==> config.mk <==
export PLATFORM = sky130hd
export DESIGN_NAME = uart_cmd_sequencer
export DESIGN_NICKNAME = d
export VERILOG_FILES = /design/src/rtl/uart_cmd_sequencer.sv
export SDC_FILE = /design/constraint.sdc
export NUM_CORES = 1
export LEC_CHECK = 0
export ABC_AREA = 1
export ABC_CLOCK_PERIOD_IN_PS = 3050
export CAP_MARGIN = 20
export CORE_AREA = 4 4 176 161
export CTS_CLUSTER_SIZE = 8
export DETAILED_ROUTE_END_ITERATION = 8
export DIE_AREA = 0 0 180 165
export PLACE_DENSITY = 0.37
export SLEW_MARGIN = 10
export SYNTH_ARGS = -nofsm -noshare
export SYNTH_HDL_FRONTEND = slang
export SYNTH_SLANG_ARGS = --single-unit
==> constraint.sdc <==
create_clock -name clk -period 3.05 [get_ports clk]
set_input_delay 0.61 -clock clk [delete_from_list [all_inputs] [get_ports clk]]
set_output_delay 0.61 -clock clk [all_outputs]
set_load 0.1 [all_outputs]
==> src/rtl/uart_cmd_sequencer.sv <==
// Command-byte queue feeding UART_tx over trmt/tx_done, with inter-command gap and tx_done timeout.
// Optional macro SEQ_RETRY_EN: re-launch a timed-out byte up to MAX_RETRY times before flagging an error.
module uart_cmd_sequencer #(
   parameter int DATA_W         = 8,
   parameter int DEPTH          = 8,
   parameter int GAP_CYCLES     = 50,
   parameter int TIMEOUT_CYCLES = 10000000,
   parameter int MAX_RETRY      = 2
) (
   input  logic                       clk,
   input  logic                       RST,
   input  logic                       en,
   input  logic                       push,
   input  logic [DATA_W-1:0]          push_data,
   input  logic                       flush,
   output logic                       full,
   output logic                       empty,
   output logic [$clog2(DEPTH+1)-1:0] count,
   output logic                       overflow,
   output logic [DATA_W-1:0]          tx_data,
   output logic                       trmt,
   input  logic                       tx_done,
   output logic                       busy,
   output logic                       timeout_err,
   input  logic                       clr_err,
   output logic [15:0]                sent_cnt
);

   localparam int PTR_W = (DEPTH > 1) ? $clog2(DEPTH) : 1;
   localparam int CNT_W = $clog2(DEPTH+1);
   localparam int TMR_W = (TIMEOUT_CYCLES > 1) ? $clog2(TIMEOUT_CYCLES) : 1;
   localparam int GAP_W = (GAP_CYCLES > 1) ? $clog2(GAP_CYCLES) : 1;
   localparam bit GAP_NONE = (GAP_CYCLES == 0);
   localparam logic [TMR_W-1:0] TMR_LAST = TMR_W'(TIMEOUT_CYCLES - 1);
   localparam logic [GAP_W-1:0] GAP_LOAD = GAP_W'(GAP_NONE ? 0 : GAP_CYCLES - 1);
   localparam logic [CNT_W-1:0] CNT_FULL = CNT_W'(DEPTH);

   if ((DEPTH < 2) || ((DEPTH & (DEPTH - 1)) != 0) || (TIMEOUT_CYCLES < 1) ||
       (GAP_CYCLES < 0) || (MAX_RETRY < 0)) begin : g_param_check
      $error("uart_cmd_sequencer: illegal parameter combination");
   end

   typedef enum logic [2:0] {
      S_IDLE   = 3'd0,
      S_LAUNCH = 3'd1,
      S_WAIT   = 3'd2,
      S_GAP    = 3'd3,
      S_ERR    = 3'd4
   } state_t;

   state_t              state_q, state_d;
   logic [DATA_W-1:0]   mem_q [DEPTH];
   logic [PTR_W-1:0]    wr_ptr_q, wr_ptr_d;
   logic [PTR_W-1:0]    rd_ptr_q, rd_ptr_d;
   logic [CNT_W-1:0]    count_q, count_d;
   logic                full_q, full_d;
   logic                empty_q, empty_d;
   logic                overflow_q, overflow_d;
   logic [DATA_W-1:0]   tx_data_q, tx_data_d;
   logic                trmt_q, trmt_d;
   logic                busy_q, busy_d;
   logic                timeout_err_q, timeout_err_d;
   logic [15:0]         sent_cnt_q, sent_cnt_d;
   logic [TMR_W-1:0]    tmr_q, tmr_d;
   logic [GAP_W-1:0]    gap_q, gap_d;
   logic                pop_s;
   logic                push_acc_s;
   logic                to_set_s;
`ifdef SEQ_RETRY_EN
   localparam int RETRY_W = (MAX_RETRY > 0) ? $clog2(MAX_RETRY + 1) : 1;
   localparam logic [RETRY_W-1:0] RETRY_MAX = RETRY_W'(MAX_RETRY);
   logic [RETRY_W-1:0]  retry_q, retry_d;
`endif

   // Queue bookkeeping: a push is judged against the registered full flag, so a same-cycle pop never rescues it.
   always_comb begin
      pop_s      = (state_q == S_IDLE) && en && !empty_q;
      push_acc_s = push && !full_q && !flush;
      wr_ptr_d   = wr_ptr_q;
      rd_ptr_d   = rd_ptr_q;
      count_d    = count_q;
      if (flush) begin
         wr_ptr_d = {PTR_W{1'b0}};
         rd_ptr_d = {PTR_W{1'b0}};
         count_d  = {CNT_W{1'b0}};
      end else begin
         if (push_acc_s) begin
            wr_ptr_d = wr_ptr_q + PTR_W'(1);
         end else begin
            wr_ptr_d = wr_ptr_q;
         end
         if (pop_s) begin
            rd_ptr_d = rd_ptr_q + PTR_W'(1);
         end else begin
            rd_ptr_d = rd_ptr_q;
         end
         case ({push_acc_s, pop_s})
            2'b10:   count_d = count_q + CNT_W'(1);
            2'b01:   count_d = count_q - CNT_W'(1);
            default: count_d = count_q;
         endcase
      end
      full_d  = (count_d == CNT_FULL);
      empty_d = (count_d == {CNT_W{1'b0}});
      if (push && full_q) begin
         overflow_d = 1'b1;
      end else if (clr_err) begin
         overflow_d = 1'b0;
      end else begin
         overflow_d = overflow_q;
      end
   end

   // Sequencer next state: launch, wait for tx_done or timeout, then hold off for the gap.
   always_comb begin
      state_d    = state_q;
      tx_data_d  = tx_data_q;
      tmr_d      = tmr_q;
      gap_d      = gap_q;
      sent_cnt_d = sent_cnt_q;
      to_set_s   = 1'b0;
`ifdef SEQ_RETRY_EN
      retry_d    = retry_q;
`endif
      case (state_q)
         S_IDLE: begin
            if (pop_s) begin
               tx_data_d = mem_q[rd_ptr_q];
               state_d   = S_LAUNCH;
`ifdef SEQ_RETRY_EN
               retry_d   = {RETRY_W{1'b0}};
`endif
            end else begin
               state_d = S_IDLE;
            end
         end
         S_LAUNCH: begin
            tmr_d   = {TMR_W{1'b0}};
            state_d = S_WAIT;
         end
         S_WAIT: begin
            if (tx_done) begin
               sent_cnt_d = sent_cnt_q + 16'd1;
`ifdef SEQ_RETRY_EN
               retry_d    = {RETRY_W{1'b0}};
`endif
               if (GAP_NONE) begin
                  state_d = S_IDLE;
               end else begin
                  gap_d   = GAP_LOAD;
                  state_d = S_GAP;
               end
            end else if (tmr_q == TMR_LAST) begin
`ifdef SEQ_RETRY_EN
               if (retry_q < RETRY_MAX) begin
                  retry_d = retry_q + RETRY_W'(1);
                  state_d = S_LAUNCH;
               end else begin
                  to_set_s = 1'b1;
                  state_d  = S_ERR;
               end
`else
               to_set_s = 1'b1;
               state_d  = S_ERR;
`endif
            end else begin
               tmr_d = tmr_q + TMR_W'(1);
            end
         end
         S_GAP: begin
            if (gap_q == {GAP_W{1'b0}}) begin
               state_d = S_IDLE;
            end else begin
               gap_d = gap_q - GAP_W'(1);
            end
         end
         S_ERR: begin
            if (clr_err) begin
               state_d = S_IDLE;
            end else begin
               state_d = S_ERR;
            end
         end
         default: state_d = S_IDLE;
      endcase
      if (to_set_s) begin
         timeout_err_d = 1'b1;
      end else if (clr_err) begin
         timeout_err_d = 1'b0;
      end else begin
         timeout_err_d = timeout_err_q;
      end
      trmt_d = (state_d == S_LAUNCH);
      busy_d = (state_d != S_IDLE);
   end

   // Queue storage; contents need no reset because occupancy is tracked by count_q.
   always_ff @(posedge clk) begin
      if (push_acc_s) begin
         mem_q[wr_ptr_q] <= push_data;
      end
   end

   // All control and status state, synchronously reset.
   always_ff @(posedge clk) begin
      if (RST) begin
         state_q       <= S_IDLE;
         wr_ptr_q      <= {PTR_W{1'b0}};
         rd_ptr_q      <= {PTR_W{1'b0}};
         count_q       <= {CNT_W{1'b0}};
         full_q        <= 1'b0;
         empty_q       <= 1'b1;
         overflow_q    <= 1'b0;
         tx_data_q     <= {DATA_W{1'b0}};
         trmt_q        <= 1'b0;
         busy_q        <= 1'b0;
         timeout_err_q <= 1'b0;
         sent_cnt_q    <= 16'd0;
         tmr_q         <= {TMR_W{1'b0}};
         gap_q         <= {GAP_W{1'b0}};
`ifdef SEQ_RETRY_EN
         retry_q       <= {RETRY_W{1'b0}};
`endif
      end else begin
         state_q       <= state_d;
         wr_ptr_q      <= wr_ptr_d;
         rd_ptr_q      <= rd_ptr_d;
         count_q       <= count_d;
         full_q        <= full_d;
         empty_q       <= empty_d;
         overflow_q    <= overflow_d;
         tx_data_q     <= tx_data_d;
         trmt_q        <= trmt_d;
         busy_q        <= busy_d;
         timeout_err_q <= timeout_err_d;
         sent_cnt_q    <= sent_cnt_d;
         tmr_q         <= tmr_d;
         gap_q         <= gap_d;
`ifdef SEQ_RETRY_EN
         retry_q       <= retry_d;
`endif
      end
   end

   assign full        = full_q;
   assign empty       = empty_q;
   assign count       = count_q;
   assign overflow    = overflow_q;
   assign tx_data     = tx_data_q;
   assign trmt        = trmt_q;
   assign busy        = busy_q;
   assign timeout_err = timeout_err_q;
   assign sent_cnt    = sent_cnt_q;

endmodule

==> impl_results.md <==
* CTS Hold Bufs at 0
* H-tree level count at 4
* Worst Max-Slew Pin Slew at 0.821 ns
* Post-CTS setup buffer count at 0
* Final worst path period need at 2.36 ns
* Port bufs at 48
* Final setup margin at 0.689 ns
* Fin. max-slew vios at 0
* Post-synth EDFFs at 64
* Initial Utilization at 0.245
* Ant diodes at 0
* Clock Skew at 0.0167 ns
* Clock tree buffer depth at 2
* Total negative setup slack at 0 ns
* Pre-CTS setup slack at 0.260 ns
* Main synth FF type: dfxtp_1
* Total power at 4.60 mW
* Clock latency on the worst-skew pair at 0.43 ns
* Maximum VDD drop at 0.000317 V
* Final Instance Area at 7970 um2
* Nets at 871
* Sequential share of power at 0.433
* Flops & latches, synth at 137
* Final wirelength at 17800 um
* Gates resized, CTS repair at 0
* P_int at 3.20 mW
* Setup crit end kind: register
* Clk pwr share at 0.460
* YS warnings at 0
* Post-Syn Instances at 790
* Max FO, Critical Path at 5
* Cell area after placement at 7350 um2
* Vias in the first global route at 5096
* P_sw at 1.40 mW
* Mean Syn Cell Area at 8.25 um2
* CTS tree: yes
* Rows at 57
* Via density at 4.33
* Cts bufs inserted at 17
* Boundary pin count at 49
* Routability-driven placement congestion ratio at 0.781
* Drt drc at 0
* Post-DP HPWL at 12300 um
* Global-route wire length before repair at 28400 um
* Largest net degree at the start of global routing at 38
* 1st-pass router iterations at 5
* Slew headroom at 0.452
* Final Hold Viols at 0
* Via count at 5257
* Final setup fails at 0
* Gr ovfl total at 0
* Die X-Extent at 180 um
* Run status: completed
* Sequential element share of the synthesized area at 0.519
* P_leak at 2.84 nW
* Share of layout cells above drive strength 1 at 0.143
* Combinational power share at 0.106
* Core area at 26600 um2
* Maxcap violations at 0
* P per Cell Area at 577 nW/um2
* Drt initial violations at 297
* Worst hold-check path type: register to register
* CTS root buf: clkbuf_16
* Crit start category: input port
* Area Overhead vs Synth at 22.3%
* Sw Share at 0.304
* Post-synth ARST share at 0
* Critical Path RT at 3.38 ns
* Clock transition at the registers of the reported paths at 0.08 ns
* Routed wire per std cell at 14.6 um
* Critical path class: input port to register
* Final Cycle Share at 0.774
* Syn Nets at 813
* Fmax at 424 MHz
* Netlist Area Pre-Place at 6520 um2
* ANT nets after route at 0
* Post-synthesis cell type count at 38
* CTS sink cnt at 137
* Critical Path AT at 2.69 ns
* Initial antenna violation count at 0
* RSZ-0062 raised after global routing: false
* GRT Util Overall at 0.121
* Die area at 29700 um2
* DIE HEIGHT at 165 um
## routing by layer
layer / wire length (um) / track usage / vias up
met5: 0 / 0 / -
met4: 143 / 0.0277 / 0
met3: 444 / 0.0249 / 11
met2: 7980 / 0.192 / 61
met1: 9210 / 0.170 / 2432
li1: - / - / 2753
## logic make-up after synthesis
family,count (synthesis),share of synthesized area
AND/OR/NAND/NOR,398,0.267
AO/OA/AOI/OAI,140,0.124
flip-flops,137,0.519
buffers and inverters,97,0.0618
XOR/XNOR,10,0.0134
adder cells (fa/ha/maj),8,0.0154
## metrics by stage
step	hold slack (ns)	std cells	utilization
CTS	0.468	1215	0.300
global route	0.488	1215	0.300
finish	0.465	1215	0.300
global placement	0.454	1183	0.276
detailed placement	0.456	1183	0.276
floorplan	0.444	790	-
## cells in the mapped netlist (2+ instances only)
cell        n  area [um2]
dfxtp_1    73        1460
nand3_1    39         195
nand3_4     2        35.0
ha_1        8         100
a21oi_1    45         225
buf_1       2        7.51
xnor2_1     2        17.5
nor2_1    150         563
a211oi_1    3        22.5
clkbuf_1   15        56.3
and2_1      2        12.5
nand2_1   155         582
nand4_1    12        75.1
edfxtp_1   64        1920
inv_2       3        11.3
nor3_1     10        50.1
buf_6       4        45.0
buf_2       5        25.0
a21oi_2    10        87.6
nand2_2     5        31.3
o21bai_1    4        30.0
xor2_1      8        70.1
nor3_2      3        30.0
nor3b_1     3        22.5
inv_1      67         251
nor2_4      2        22.5
o21ai_0    52         260
o22ai_1     9        56.3
nor2_2      9        56.3
o211ai_1   16         120
## registers in the layout (all words and copies together) (netlist names), 3 cells and up
| register | cells |
|---|---|
| count | 4 |
| gap_q | 6 |
| mem_q | 64 |
| rd_ptr_q | 3 |
| sent_cnt | 16 |
| state_q | 3 |
| tmr_q | 24 |
| tx_data | 8 |
| wr_ptr_q | 3 |
## power by group through the flow
stage / Combinational [mW] / Clock, mW / Sequential [mW]
6_report: 0.489 / 2.12 / 1.99
5_1_grt: 0.540 / 2.25 / 2.00
4_1_cts: 0.497 / 2.19 / 2.00
3_5_place_dp: 0.496 / 0 / 2.04
3_3_place_gp: 0.501 / 0 / 2.04
2_1_floorplan: 0.244 / 0 / 2.15
## critical path, cell delays in order
cell and delay [ns]:
clkdlybuf4s50_1 0.57, nor2_1 0.09, inv_1 0.14, ha_1 0.26, nand2_1 0.07, inv_1 0.07, nor2_1 0.05, ha_1 0.17
a21oi_1 0.14, a21oi_1 0.08, o21ai_0 0.07, nand2_1 0.10, nand3_1 0.10, nand2_1 0.06, nand2_1 0.09, inv_1 0.04
## layout by cell type, fill, tap and decap left out, types with 17 or more instances in the layout
master and n:
nand3_1 39, clkbuf_16 17, edfxtp_1 64, dfxtp_1 73
a21oi_1 45, nor2_1 150, o21ai_0 52, nand2_1 155
inv_1 67, buf_4 51
## area by class of cell
class	count	area, um2
repair buffers	65	518
clock inverters	15	196
clock buffers	17	425
well taps	354	443
inverters	71	269
multi-input cells	556	2740
fillers	2842	18600
flip-flops and latches	137	3380
## final timing paths
check             slack, ns  depth (start not counted)                startpoint                       end
hold / removal         0.47                          2  timeout_err$_SDFFE_PP0P_  timeout_err$_SDFFE_PP0P_
hold reg to reg        0.47                          2  timeout_err$_SDFFE_PP0P_  timeout_err$_SDFFE_PP0P_
setup reg to reg       0.88                          8     tmr_q[0]$_SDFFE_PP0P_    tmr_q[19]$_SDFFE_PP0P_
setup / recovery       0.69                         16                     flush          empty$_SDFF_PP1_
Power figures use the tool's default switching activity.
